<file path="src/rtl/branch_pkg.sv">
// Shared types for the branch resolver: condition codes and FSM states.
// The optional taken-branch counter is enabled with BRANCH_STATS_EN.
package branch_pkg;

  typedef enum logic [2:0] {
    COND_ALWAYS  = 3'b000,
    COND_ZERO    = 3'b001,
    COND_EQ      = 3'b010,
    COND_GT      = 3'b011,
    COND_NE      = 3'b100,
    COND_LE      = 3'b101,
    COND_NONZERO = 3'b110,
    COND_NEVER   = 3'b111
  } cond_e;

  typedef enum logic [1:0] {
    RUN        = 2'd0,
    WAIT_FLAGS = 2'd1,
    HALTED     = 2'd2
  } state_e;

  localparam logic [7:0] TAKEN_CNT_MAX = 8'hFF;

endpackage

</file>
<file path="src/rtl/branch_resolver_if.sv">
// Request/response bundle between the instruction front end and the branch resolver.
// TakenCount exists only when BRANCH_STATS_EN is defined.
interface branch_resolver_if #(
  parameter int W = 8
);
  logic [2:0]   Flags;
  logic         CmpEn;
  logic         Advance;
  logic         BrReq;
  logic [2:0]   BrCond;
  logic [W-1:0] BrTarget;
  logic [W-1:0] PC;
  logic         Stall;
  logic         BrDone;
  logic         Taken;
  logic         Done;
`ifdef BRANCH_STATS_EN
  logic [7:0]   TakenCount;
`endif

  modport master (
    output Flags, CmpEn, Advance, BrReq, BrCond, BrTarget,
    input  PC, Stall, BrDone, Taken, Done
`ifdef BRANCH_STATS_EN
    , input TakenCount
`endif
  );

  modport slave (
    input  Flags, CmpEn, Advance, BrReq, BrCond, BrTarget,
    output PC, Stall, BrDone, Taken, Done
`ifdef BRANCH_STATS_EN
    , output TakenCount
`endif
  );
endinterface

</file>
<file path="src/rtl/cond_eval.sv">
// Combinational condition evaluator: maps comparator flags and a condition code to taken.
// Flags: [2]=A is zero, [1]=A==B, [0]=A>B unsigned.
module cond_eval
  import branch_pkg::*;
(
  input  logic [2:0] Flags,
  input  cond_e      cond,
  output logic       taken
);

  always_comb begin
    taken = 1'b0;
    case (cond)
      COND_ALWAYS:  taken = 1'b1;
      COND_ZERO:    taken = Flags[2];
      COND_EQ:      taken = Flags[1];
      COND_GT:      taken = Flags[0];
      COND_NE:      taken = ~Flags[1];
      COND_LE:      taken = ~Flags[0];
      COND_NONZERO: taken = ~Flags[2];
      COND_NEVER:   taken = 1'b0;
      default:      taken = 1'b0;
    endcase
  end

endmodule

</file>
<file path="src/rtl/branch_resolver.sv">
// Program-counter sequencer that resolves conditional branches, stalling one cycle when the
// comparator result is not ready yet. BRANCH_STATS_EN adds a saturating taken-branch counter.
module branch_resolver
  import branch_pkg::*;
#(
  parameter int           W         = 8,
  parameter logic [W-1:0] HALT_ADDR = {W{1'b1}}
) (
  input logic              Clk,
  input logic              reset,
  branch_resolver_if.slave bus
);

  state_e       state_q, state_d;
  logic [W-1:0] pc_q, pc_d;
  logic [W-1:0] target_q, target_d;
  cond_e        cond_q, cond_d;
  logic         br_done_q, br_done_d;
  logic         taken_q, taken_d;
  logic         done_q, done_d;

  logic         stall;
  logic         resolve;
  logic         pc_update;
  logic [W-1:0] res_target;
  logic [W-1:0] pc_inc;
  cond_e        eval_cond;
  logic         branch_taken;

  assign pc_inc    = pc_q + W'(1);
  // A parked branch is judged with its latched condition against the now-valid flags.
  assign eval_cond = (state_q == WAIT_FLAGS) ? cond_q : cond_e'(bus.BrCond);

  cond_eval u_cond_eval (
    .Flags (bus.Flags),
    .cond  (eval_cond),
    .taken (branch_taken)
  );

  always_comb begin
    state_d    = state_q;
    pc_d       = pc_q;
    target_d   = target_q;
    cond_d     = cond_q;
    br_done_d  = 1'b0;
    taken_d    = taken_q;
    stall      = 1'b0;
    resolve    = 1'b0;
    pc_update  = 1'b0;
    res_target = bus.BrTarget;

    case (state_q)
      RUN: begin
        if (bus.BrReq && bus.CmpEn) begin
          stall    = 1'b1;
          cond_d   = cond_e'(bus.BrCond);
          target_d = bus.BrTarget;
          state_d  = WAIT_FLAGS;
        end else if (bus.BrReq) begin
          resolve = 1'b1;
        end else if (bus.Advance) begin
          pc_d      = pc_inc;
          pc_update = 1'b1;
        end
      end
      WAIT_FLAGS: begin
        stall      = 1'b1;
        resolve    = 1'b1;
        res_target = target_q;
        state_d    = RUN;
      end
      HALTED: begin
        state_d = HALTED;
      end
      default: state_d = RUN;
    endcase

    if (resolve) begin
      br_done_d = 1'b1;
      taken_d   = branch_taken;
      pc_d      = branch_taken ? res_target : pc_inc;
      pc_update = 1'b1;
    end

    // Landing on the halt address, by stepping or by branching, stops execution.
    if (pc_update && (pc_d == HALT_ADDR)) begin
      state_d = HALTED;
    end

    done_d = (state_d == HALTED);
  end

  always_ff @(posedge Clk or negedge reset) begin
    if (!reset) begin
      state_q   <= RUN;
      pc_q      <= '0;
      target_q  <= '0;
      cond_q    <= COND_ALWAYS;
      br_done_q <= 1'b0;
      taken_q   <= 1'b0;
      done_q    <= 1'b0;
    end else begin
      state_q   <= state_d;
      pc_q      <= pc_d;
      target_q  <= target_d;
      cond_q    <= cond_d;
      br_done_q <= br_done_d;
      taken_q   <= taken_d;
      done_q    <= done_d;
    end
  end

  assign bus.PC     = pc_q;
  assign bus.Stall  = stall;
  assign bus.BrDone = br_done_q;
  assign bus.Taken  = taken_q;
  assign bus.Done   = done_q;

`ifdef BRANCH_STATS_EN
  logic [7:0] count_q, count_d;

  always_comb begin
    count_d = count_q;
    if (resolve && branch_taken && (count_q != TAKEN_CNT_MAX)) begin
      count_d = count_q + 8'd1;
    end
  end

  always_ff @(posedge Clk or negedge reset) begin
    if (!reset) begin
      count_q <= 8'd0;
    end else begin
      count_q <= count_d;
    end
  end

  assign bus.TakenCount = count_q;
`endif

endmodule

</file>
<file path="src/flat_wrapper.sv">
// flat-port wrapper written by rule: the top's interface ports become plain ports
module branch_resolver_flat import branch_pkg::*;
#(
  parameter int           W         = 8,
  parameter logic [W-1:0] HALT_ADDR = {W{1'b1}}
)
  (Clk, reset, bus_Flags, bus_CmpEn, bus_Advance, bus_BrReq, bus_BrCond, bus_BrTarget, bus_PC, bus_Stall, bus_BrDone, bus_Taken, bus_Done);
  branch_resolver_if #(.W(W)) bus_i ();
  input logic Clk;
  input logic reset;
  input wire logic [$bits(bus_i.Flags)-1:0] bus_Flags;
  input wire logic [$bits(bus_i.CmpEn)-1:0] bus_CmpEn;
  input wire logic [$bits(bus_i.Advance)-1:0] bus_Advance;
  input wire logic [$bits(bus_i.BrReq)-1:0] bus_BrReq;
  input wire logic [$bits(bus_i.BrCond)-1:0] bus_BrCond;
  input wire logic [$bits(bus_i.BrTarget)-1:0] bus_BrTarget;
  output wire logic [$bits(bus_i.PC)-1:0] bus_PC;
  output wire logic [$bits(bus_i.Stall)-1:0] bus_Stall;
  output wire logic [$bits(bus_i.BrDone)-1:0] bus_BrDone;
  output wire logic [$bits(bus_i.Taken)-1:0] bus_Taken;
  output wire logic [$bits(bus_i.Done)-1:0] bus_Done;
  assign bus_i.Flags = bus_Flags;
  assign bus_i.CmpEn = bus_CmpEn;
  assign bus_i.Advance = bus_Advance;
  assign bus_i.BrReq = bus_BrReq;
  assign bus_i.BrCond = bus_BrCond;
  assign bus_i.BrTarget = bus_BrTarget;
  assign bus_PC = bus_i.PC;
  assign bus_Stall = bus_i.Stall;
  assign bus_BrDone = bus_i.BrDone;
  assign bus_Taken = bus_i.Taken;
  assign bus_Done = bus_i.Done;
  branch_resolver #(.W(W), .HALT_ADDR(HALT_ADDR)) u_core (.Clk(Clk), .reset(reset), .bus(bus_i));
endmodule
</file>
<file path="config.mk">
export PLATFORM = sky130hd
export DESIGN_NAME = branch_resolver_flat
export DESIGN_NICKNAME = d
export VERILOG_FILES = /design/src/rtl/branch_pkg.sv /design/src/rtl/branch_resolver_if.sv /design/src/rtl/cond_eval.sv /design/src/rtl/branch_resolver.sv /design/src/flat_wrapper.sv
export SDC_FILE = /design/constraint.sdc
export NUM_CORES = 1
export LEC_CHECK = 0
export CORE_MARGIN = 2
export CORE_UTILIZATION = 62
export DETAILED_ROUTE_END_ITERATION = 10
export DONT_BUFFER_PORTS = 1
export HOLD_SLACK_MARGIN = 0.15
export PLACE_DENSITY = 0.87
export SYNTH_ARGS = -nofsm -noshare
export SYNTH_HDL_FRONTEND = slang
export SYNTH_SLANG_ARGS = --single-unit
</file>
<file path="constraint.sdc">
create_clock -name Clk -period 3.1 [get_ports Clk]
set_input_delay 0.93 -clock Clk [delete_from_list [all_inputs] [get_ports Clk]]
set_output_delay 0.93 -clock Clk [all_outputs]
set_load 0.05 [all_outputs]
</file>
# Word level (Yosys, flattened, before mapping)
# Cells that the tools add are included.
# W data, S select, Z words.
[op_classes]
n_eq_ne = 11
n_bitwise = 3
n_reduce_logical = 5
mux = 23
addsub = 1
[ops]
columns = ["op", "n"]
rows = [
  ["$mux W8", 7],
  ["$eq A3 B3 Y1 const B", 4],
  ["$mux W1", 9],
  ["$add A8 B1 Y8 const B", 1],
  ["$eq A8 B8 Y1 const B", 1],
  ["$pmux W1 S8", 1],
  ["$eq A3 B2 Y1 const B", 2],
  ["$eq A2 B2 Y1 const B", 2],
  ["$mux W2", 2],
  ["$pmux W1 S2", 2],
  ["$pmux W2 S2", 1],
  ["$eq A3 B1 Y1 const B", 1],
  ["$logic_not A3 Y1", 1],
  ["$mux W3", 1],
  ["$not A1 Y1", 3],
  ["$eq A2 B1 Y1 const B", 1],
  ["$logic_and A1 B1 Y1", 2],
  ["$logic_not A2 Y1", 1],
  ["$reduce_and A2 Y1", 1],
]
[word_totals]
ff_bits = 24
wordCells = 50

# Depth between registers and ports, before layout
# Gate-level depths: netlist (run 1).
[depth]
ltp_word = 10
mapped_depth = 9

# By module
# From an unflattened synthesis (run 1), not the netlist that was laid out.
[unflattened]
cells_unflattened = 144
hier_area_um2 = 1427.6
[by_module_without_submodules]
columns = ["module", "area_per_inst_um2", "seq_area_each_um2", "cells_per_inst", "instances"]
rows = [
  ["branch_resolver", 1373.8, 600.6, 135, 1],
  ["cond_eval", 53.8, 0.0, 9, 1],
]

# Least setup slack after synthesis (run 1)
# OpenSTA, ideal clock, no wires.
[synth_timing]
path_type = "input to output"
from = "input bus_CmpEn"
to = "output bus_Stall"
cell_stages = 4
n_path_buf = 2
setup_slack_ps = 286
arrival_ps = 1884
cell_sequence = "and3_1 clkbuf_1 buf_1 or2_2"
[synth_between]
elab_chain_cells = 3
[synth_rtl]
columns = ["element", "line_no", "rtl"]
rows = [
  ["start: declaration", "flat_wrapper.sv:12", "input wire logic [$bits(bus_i.CmpEn)-1:0] bus_CmpEn;"],
  ["$logic_and A1 B1 Y1", "branch_resolver.sv:54", "if (bus.BrReq && bus.CmpEn) begin"],
  ["$mux W1", "branch_resolver.sv:54", ""],
  ["$pmux W1 S2", "branch_resolver.sv:52", "case (state_q)"],
  ["end: declaration", "flat_wrapper.sv:18", "output wire logic [$bits(bus_i.Stall)-1:0] bus_Stall;"],
]
# No other way between the ends.

# Final worst setup path (run 1)
[layout_timing]
from = "register u_core.state_q[1]"
to = "register u_core.done_q (netlist: u_core.bus.Done)"
[layout_between]
elab_chain_cells = 10
[layout_rtl]
columns = ["element", "line_no", "rtl"]
rows = [
  ["start: declaration", "branch_resolver.sv:14", "state_e state_q, state_d;"],
  ["start signal: assignment", "branch_resolver.sv:103", "state_q <= state_d;"],
  ["$eq A2 B1 Y1", "branch_resolver.sv:32, branch_resolver.sv:52", ""],
  ["$mux W3", "branch_resolver.sv:32", "assign eval_cond = (state_q == WAIT_FLAGS) ? cond_q : cond_e'(bus.BrCond);"],
  ["$eq A3 B3 Y1, or another cell as far along", "cond_eval.sv:13", "case (cond)"],
  ["$pmux W1 S8", "cond_eval.sv:13", ""],
  ["$mux W8", "branch_resolver.sv:81", "pc_d = branch_taken ? res_target : pc_inc;"],
  ["$mux W8 *", "branch_resolver.sv:78", "if (resolve) begin"],
  ["via u_core.pc_d[4]", "branch_resolver.sv:15", "logic [W-1:0] pc_q, pc_d;"],
  ["$eq A8 B8 Y1 *", "branch_resolver.sv:86", "if (pc_update && (pc_d == HALT_ADDR)) begin"],
  ["$logic_and A1 B1 Y1 *", "branch_resolver.sv:86", ""],
  ["$mux W2 *", "branch_resolver.sv:86", ""],
  ["$eq A2 B2 Y1 *", "branch_resolver.sv:90", "done_d = (state_d == HALTED);"],
  ["via u_core.done_d", "branch_resolver.sv:20", "logic done_q, done_d;"],
  ["end signal: assignment", "branch_resolver.sv:109", "done_q <= done_d;"],
  ["end: declaration", "branch_resolver.sv:20", ""],
]
# The timed path passes the listed nets; every way through them passes the cells marked *.
# A chain may end at the register's enable or synchronous reset.

==> results.yml, run 1 <==
yosys:
  synth-edff-count: 0
  async_reset_ff_share_pct: 100.0
  synthMuxAreaShare_pct: 15.89
  ys_seq_area_share_pct: 42.37
  yosys.area_share.simple_pct: 17.92
  synthXorXnorAreaFrac_pct: 0.6178
  syn_area_um2: 1418
  synth-seq-cells: 24
  syn_nets: 156
  syn_inst: 136
  avgSynthCellArea_um2: 10.42
  synth-compound-area-share_pct: 19.42
  yosysUniqueCellTypes: 46
  ys_warn_count: 0
  synth_adder_area_share_pct: 0.8826
  synth_top_family_by_area: "compound AO/OA/AOI/OAI gates"
  ys.flop_type: "dfrtp_1"
clocking:
  ctsHtreeMaxLevel: 1
  clk_pin_slew_worst_paths_ns: 0.14
  clkSinkCount: 24
  cts-root-buf: "clkbuf_4"
  postCtsHoldBufs: 0
  clock_latency_ns: 0.33
  cts_tree: "done"
  postCtsSetupBuffers: 0
  cts_buffers: 3
  cts_resized: 0
  clock_path_buffers: 2
power_and_ir_drop:
  powerDensity_nw_per_um2: 1048
  peakVddDrop_uv: 922.7
  p_leak_uw: 0.0006769
run_status:
  status: "complete, no violations"
timing:
  slew_headroom_pct: 58.53
  fin_crit_ns: 2.908
  clock.fmax_mhz: 343.8
  slew_violations: 0
  rsz0062_at_grt: "no"
  post-route-period-util_pct: 93.82
  worstMarginPinSlew_ns: 0.6221
  finalHoldViolCount: 0
  final.setup_skew_ns: 0.001715
  setup_viol: 0
  tns_ns: 0
route:
  dr.first_iter.drc_count: 35
  drt_first_pass_iters: 5
  ant_nets: 0
  vias: 1118
  post_drt_wl_per_cell_um: 18.98
  vias_per_cell: 6.576
  wl_mm: 3.227
  drc: 0
floorplan:
  die_height_um: 51.82
  std_cell_rows: 17
  ios: 31
  chipWidth_um: 51.82
  start_util_pct: 64.71
  core_um2: 2191
  die_area_um2: 2685
cells_and_area:
  antenna_cells: 0
  syn2layout_area_growth_pct: 7.767
  layout-drive-gt1-share_pct: 16.90
  layoutNonFillerInstCount: 170
  fin_nets: 163
  fillers: 165
  utilization_pct: 69.73
global_route:
  antenna_found_initial: 0
  grt_pass1_vias: 1085
  grt_pass1_wl_mm: 5.099
  grt-ovfl-total: 0
  grt_usage_pct: 26.22
  grt_max_degree: 25
placed_design:
  port_buffers: 0
  place_congestion: 0.9053
  hpwl_mm: 2.353
  post-place-cells: 166
worst_setup_path:
  critPathMaxFanout: 10
  path_class: "reg -> reg"
  start_kind: "flip-flop"
  critical_path_required_ns: 3.33
  cp-startpoint: "u_core.state_q[1]"
  arrival_ns: 3.14
  cp-end-kind: "flip-flop"
  reg2reg_from: "u_core.state_q[1]"
worst_hold_path:
  hp-class: "in -> async"
job:
  drv_cap: 0
## cell usage after synthesis (4+ instances only)
cell | instances | area (um2)
a31oi_1 | 4 | 25.02
o21a_1 | 5 | 37.54
nor2_1 | 5 | 18.77
mux2_1 | 4 | 45.04
dfrtp_1 | 24 | 600.6
and2_1 | 4 | 25.02
nand2_1 | 13 | 48.80
a21oi_1 | 5 | 25.02
inv_1 | 5 | 18.77
mux2_2 | 8 | 90.09
mux2i_1 | 9 | 90.09
## area by class of cell
type,count,area (um2),area share [%]
clock buffer,3,22.52,1.474
clock inverter,1,30.03,1.966
inverter,5,18.77,1.228
multi-input combinational,103,775.7,50.78
sequential,24,600.6,39.31
tap,28,35.03,2.293
timing repair buffer,6,45.04,2.948
## logic make-up (layout without fill, tap and decap cells)
group | count (synthesis) | after routing
DFF | 24 | 24
AOI/OAI and AO/OA | 34 | 34
and+or+nand+nor | 46 | 46
buffers and inverters | 9 | 15
muxes | 21 | 21
adders and majority gates | 1 | 1
xor gates and xnor gates | 1 | 1
## metal layers
layer	vias up	GRT usage, %	share of wire (%)	wire length [um]
li1	522	-	-	-
met1	544	34.54	43	1388
met2	45	42.31	48	1549
met3	7	5.172	6.7	217
met4	0	10.96	2.2	72
met5	-	0	0	0
## cells in the final DEF, fill, tap and decap left out, types with 2 or more instances in the layout
cell	instances
and3_1	3
and2_1	4
o21a_1	5
a2111oi_0	2
mux2i_1	9
clkbuf_4	3
inv_1	5
a211oi_1	2
nor4_1	2
nor2_1	5
nand3_1	3
a32oi_1	2
mux2_1	4
a21oi_1	5
nand2_1	13
a31oi_1	4
nand4b_1	2
mux2_2	8
nor2b_1	2
a221oi_1	2
buf_4	6
a41o_1	2
dfrtp_1	24
nand2b_1	3
## report_power, final
part           switching [uW]  total, uW  internal, uW
registers                 311        748           437
logic                     357        619           262
clock network             103        234           131
## critical path, stage by stage, from the launching register on
cell	delay [ns]
dfrtp_1	0.47
nand2b_1	0.36
mux2i_1	0.19
or3_1	0.42
a211oi_4	0.40
a21o_2	0.33
a311oi_2	0.13
and3_1	0.26
a41o_1	0.24
## through the flow
step	power, uW	hold WS (ns)	setup WS (ns)	area, um2
floorplan	1206	0.4579	0.2863	1418
global placement	1336	0.4687	0.1684	1475
detailed placement	1364	0.4758	0.07020	1475
CTS	1595	0.2713	0.2369	1528
global route	1679	0.2620	0.05807	1528
finish	1601	0.2716	0.1916	1528
## sequential cells by signal (all words and copies together) (netlist names)
| register | cells |
|---|---|
| u_core.bus.BrDone | 1 |
| u_core.bus.Done | 1 |
| u_core.bus.PC | 8 |
| u_core.bus.Taken | 1 |
| u_core.cond_q | 3 |
| u_core.state_q | 2 |
| u_core.target_q | 8 |
## worst paths after layout
check | cells after the start | to | slack, ns
setup / recovery | 8 | u_core.bus.Done | 0.19
hold / removal | 0 | u_core.bus.BrDone | 0.27
setup reg to reg | 8 | u_core.bus.Done | 0.19
hold reg to reg | 1 | u_core.target_q[2] | 0.50
max in group asynchronous | 0 | u_core.target_q[3] | 2.76
min in group Clk | 1 | u_core.target_q[2] | 0.50
(Power assumes the default switching activity.)
==> run 2: changes to the inputs <==
--- a/config.mk
+++ b/config.mk
@@ -6,11 +6,12 @@
 export NUM_CORES = 1
 export LEC_CHECK = 0
 export CORE_MARGIN = 2
-export CORE_UTILIZATION = 62
+export CORE_UTILIZATION = 50
 export DETAILED_ROUTE_END_ITERATION = 10
 export DONT_BUFFER_PORTS = 1
 export HOLD_SLACK_MARGIN = 0.15
-export PLACE_DENSITY = 0.87
+export PLACE_DENSITY = 0.74
+export SLEW_MARGIN = 20
 export SYNTH_ARGS = -nofsm -noshare
 export SYNTH_HDL_FRONTEND = slang
 export SYNTH_SLANG_ARGS = --single-unit
==> run 2 against run 1 <==
  * Sequential power increased by 3.2%
  * First-iteration DRC count decreased by 2.9%
  * Global-route usage decreased by 5.7 points
  * Cell count increased by 1.8%
  * Clock skew increased by 0.0082 ns
  * Highest routed layer unchanged
  * Wire length decreased by 5.9%
==> results.yml, run 2 (synthesis gave the netlist of run 1 again) <==
run_status:
  status: "complete, no violations"
clocking:
  cts-root-buf: "clkbuf_4"
  clk_pin_slew_worst_paths_ns: 0.14
  clock_path_buffers: 2
  postCtsHoldBufs: 0
  clkSinkCount: 24
  ctsHtreeMaxLevel: 1
  postCtsSetupBuffers: 0
  cts_buffers: 3
  cts_tree: "done"
  cts_resized: 0
  clock_latency_ns: 0.32
timing:
  setup_viol: 0
  slew_violations: 0
  tns_ns: 0
  post-route-period-util_pct: 89.91
  whs_ns: 0.2818
  final.setup_skew_ns: 0.009868
  finalHoldViolCount: 0
  fin_crit_ns: 2.787
  clock.fmax_mhz: 358.8
  slew_headroom_pct: 58.81
  fin_ws_ns: 0.3128
  rsz0062_at_grt: "no"
  worstMarginPinSlew_ns: 0.6179
worst_setup_path:
  critical_path_required_ns: 3.35
  crit_chain: "nand2b_1, mux2i_1, or3_1, a211oi_4, buf_4, a2111oi_0, a221oi_1, and3_1, a41o_1"
  arrival_ns: 3.04
  crit_buf_inv: 1
  ff2ff_setup_slack_ns: 0.31
  cp-end-kind: "flip-flop"
  cpMaxStageDelayCell: "dfrtp_1"
  critPathMaxStageDelay_ns: 0.46
  path_delay_family: "simple AND/OR/NAND/NOR gates"
  critPathMaxFanout: 10
  start_kind: "flip-flop"
  path_class: "reg -> reg"
global_route:
  antenna_found_initial: 0
  grt_pass1_wl_mm: 5.271
  grt-ovfl-total: 0
  grt_max_degree: 25
  grt_usage_pct: 20.48
  grt_pass1_vias: 1138
placed_design:
  place_ws_ns: 0.1695
  place_congestion: 0.9024
  hpwl_mm: 2.346
  port_buffers: 0
  dpl-instance-area_um2: 1479
route:
  wl_mm: 3.036
  post_drt_wl_per_cell_um: 17.55
  vias: 1125
  drt_first_pass_iters: 4
  drc: 0
  dr.first_iter.drc_count: 34
  vias_per_cell: 6.503
  ant_nets: 0
job:
  drv_cap: 0
power_and_ir_drop:
  seqPwrFrac_pct: 51.2
  peakVddDrop_uv: 792.6
  p_int_uw: 767.6
  switching_share_pct: 49.12
  p_leak_uw: 0.0006701
  netSwitchingPower_uw: 740.9
  powerDensity_nw_per_um2: 995.6
  clock_power_share_pct: 11.0
  p_comb_share_pct: 37.8
floorplan:
  chipWidth_um: 57.25
  ios: 31
  start_util_pct: 51.85
  die_height_um: 57.25
  die_area_um2: 3277
  std_cell_rows: 19
  core_um2: 2734
cells_and_area:
  antenna_cells: 0
  utilization_pct: 55.42
  fin_nets: 163
  syn2layout_area_growth_pct: 6.884
  final_common_cell: "dfrtp_1"
  layout-drive-gt1-share_pct: 16.90
  mostFrequentLayoutCells: "dfrtp_1, nand2_1, mux2i_1, mux2_2, buf_4"
  fin_area_um2: 1515
worst_hold_path:
  hp-class: "in -> async"
==> run 2: cell count changes in the layout (fill, tap and decap cells not counted), sizes merged <==
cell,change
bufinv,-1
clkbuf,+1
==> run 2: final cells by class <==
| class | instances | area, um2 |
|---|---|---|
| fillers | 231 | 1219 |
| clock buffers | 4 | 36.28 |
| inverters | 5 | 18.77 |
| repair buffers | 6 | 45.04 |
| well taps | 31 | 38.79 |
| multi-input cells | 103 | 775.7 |
| flip-flops and latches | 24 | 600.6 |
==> run 2: path summary, 6_finish.rpt <==
check	startpoint	to	cells after the start
min	reset	u_core.target_q[5]	0
max reg2reg	u_core.state_q[1]	u_core.bus.Done	9
min in group Clk	u_core.target_q[7]	u_core.target_q[7]	1
max	u_core.state_q[1]	u_core.bus.Done	9
min reg2reg	u_core.target_q[7]	u_core.target_q[7]	1
max in group asynchronous	reset	u_core.bus.PC[7]	0
==> run 2: worst reg2reg max path, delay by kind of cell, from the launching register on <==
family / cells / cell delay, ns
multiplexers: 1 / 0.19
AO/OA/AOI/OAI: 4 / 0.83
buffers and inverters: 1 / 0.21
AND/OR/NAND/NOR: 3 / 1.05
flip-flops: 1 / 0.46
==> run 2: power groups by stage <==
| stage | sequential, uW | combinational, uW | clock (uW) |
|---|---|---|---|
| floorplan | 771 | 435 | 0 |
| finish | 772 | 570 | 166 |
| global route | 795 | 641 | 181 |
| CTS | 773 | 569 | 170 |
| detailed placement | 782 | 568 | 0 |
| global placement | 774 | 556 | 0 |
==> run 2: per-stage QoR <==
| stage | cells | power (uW) |
|---|---|---|
| global placement | 169 | 1330 |
| floorplan | 136 | 1206 |
| global route | 173 | 1616 |
| finish | 173 | 1509 |
| CTS | 173 | 1512 |
| detailed placement | 169 | 1349 |
==> run 2: layer usage <==
layer,global-route usage (%),routed length [um],vias to the layer above
li1,-,-,526
met1,28.49,1288,551
met2,31.36,1438,42
met3,4.989,246,6
met4,7.309,62,0
met5,0,0,-
==> run 3: changes to the inputs <==
==> constraint.sdc (replaced) <==
create_clock -name Clk -period 3.3 [get_ports Clk]
set_input_delay 0.99 -clock Clk [delete_from_list [all_inputs] [get_ports Clk]]
set_output_delay 0.99 -clock Clk [all_outputs]
set_load 0.05 [all_outputs]
==> run 3 against run 2 <==
  * Sequential power shrank 2%
  * Clock-buffer cell count shrank 1
  * Core utilization is 1.3 points lower
  * Cell count fell by 2.3%
  * Global-route usage grew 1.5 points
  * Critical path depth decreased by 1
  * Wire length is 5.5% higher
==> results.yml, run 3 (synthesis gave the netlist of run 1 again) <==
cells_and_area:
  layoutNonFillerInstCount: 169
  layout-drive-gt1-share_pct: 14.49
  antenna_cells: 0
  mostFrequentLayoutCells: "dfrtp_1, nand2_1, mux2i_1, mux2_2"
  final_common_cell: "dfrtp_1"
  syn2layout_area_growth_pct: 4.325
  fin_area_um2: 1479
  fin_nets: 160
global_route:
  grt_max_degree: 25
  antenna_found_initial: 0
  grt_pass1_wl_mm: 5.623
  grt-ovfl-total: 0
  grt_pass1_vias: 1158
  grt_usage_pct: 21.96
worst_setup_path:
  critical_path_required_ns: 3.51
  arrival_ns: 3.13
  cp-end-kind: "flip-flop"
  reg2reg_depth: 8
  critPathMaxFanout: 11
  path_class: "reg -> reg"
  start_kind: "flip-flop"
clocking:
  cts_tree: "done"
  clock_path_buffers: 2
  cts_buffers: 3
  cts-root-buf: "clkbuf_4"
  clk_pin_slew_worst_paths_ns: 0.13
  postCtsHoldBufs: 0
  cts_resized: 0
  clock_latency_ns: 0.31
  clkSinkCount: 24
  ctsHtreeMaxLevel: 1
  postCtsSetupBuffers: 0
job:
  drv_cap: 0
floorplan:
  ios: 31
  core_um2: 2734
  die_height_um: 57.25
  start_util_pct: 51.85
  die_area_um2: 3277
  chipWidth_um: 57.25
  std_cell_rows: 19
timing:
  fin_crit_ns: 2.922
  finalHoldViolCount: 0
  rsz0062_at_grt: "no"
  setup_viol: 0
  tns_ns: 0
  worstMarginPinSlew_ns: 0.6162
  whs_ns: 0.3536
  clock.fmax_mhz: 342.3
  final.setup_skew_ns: 0.005489
  slew_headroom_pct: 58.92
  post-route-period-util_pct: 88.53
  slew_violations: 0
route:
  wl_mm: 3.204
  ant_nets: 0
  met3_wirelength_um: 261
  post_drt_wl_per_cell_um: 18.96
  vias_per_cell: 6.657
  drt_first_pass_iters: 5
  wl_met1_mm: 1.355
  dr.first_iter.drc_count: 40
  routed.top_layer: "met4"
  drc: 0
  vias: 1125
  dr_wl_met2_mm: 1.532
power_and_ir_drop:
  peakVddDrop_uv: 706.8
  powerDensity_nw_per_um2: 931.7
  finalPower_uw: 1378
  p_leak_uw: 0.0006484
placed_design:
  hpwl_mm: 2.386
  place_congestion: 0.9274
  post-place-cells: 166
  dpl-instance-area_um2: 1456
  port_buffers: 0
worst_hold_path:
  hp-class: "in -> async"
run_status:
  status: "complete, no violations"
-- run 3: changes by cell type in the layout (fill, tap and decap cells not counted) --
cell | previous run | this run
buf_4 | 6 | 3
clkbuf_8 | 1 | 0
-- run 3: path summary, 6_finish.rpt --
check	startpoint	endpoint	slack, ns
worst max-delay path	u_core.state_q[1]	u_core.bus.Done	0.38
worst min-delay path	reset	u_core.bus.PC[6]	0.35
worst max register to register	u_core.state_q[1]	u_core.bus.Done	0.38
worst min register to register	u_core.target_q[2]	u_core.target_q[2]	0.50
max in group asynchronous	reset	u_core.cond_q[0]	2.87
min in group Clk	u_core.target_q[2]	u_core.target_q[2]	0.50
-- run 3: metrics by stage --
stage / util (%) / worst slack (ns)
final: 54.10 / 0.3785
after global routing: 54.10 / 0.1839
after CTS: 54.10 / 0.3656
after detailed placement: 53.27 / 0.3023
after global placement: 53.27 / 0.4041
after floorplan: - / 0.3663
-- run 3: power by group --
group          total [uW]  internal, uW  switching, uW
Clock                 126          42.6           83.7
Sequential            754           410            345
Combinational         497           229            268
Total                1380           681            696
-- run 3: cell type report --
cell class	instances	area (um2)
multi-input cells	103	775.7
well taps	31	38.79
flip-flops and latches	24	600.6
fillers	241	1255
repair buffers	3	22.52
inverters	5	18.77
clock buffers	3	22.52
-- run 3: critical path, stage by stage (launching register included) --
cell and delay [ns]:
dfrtp_1 0.46, and2b_1 0.49, mux2i_1 0.40, o21a_1 0.21, a211oi_4 0.08, a2111oi_0 0.56, a221oi_1 0.14, and3_1 0.22
a41o_1 0.24
-- run 3: metal layers --
layer	global-route usage [%]	vias up
met1	29.07	556
met3	6.122	6
met4	6.312	0
met2	35.47	50
met5	0	-
li1	-	513
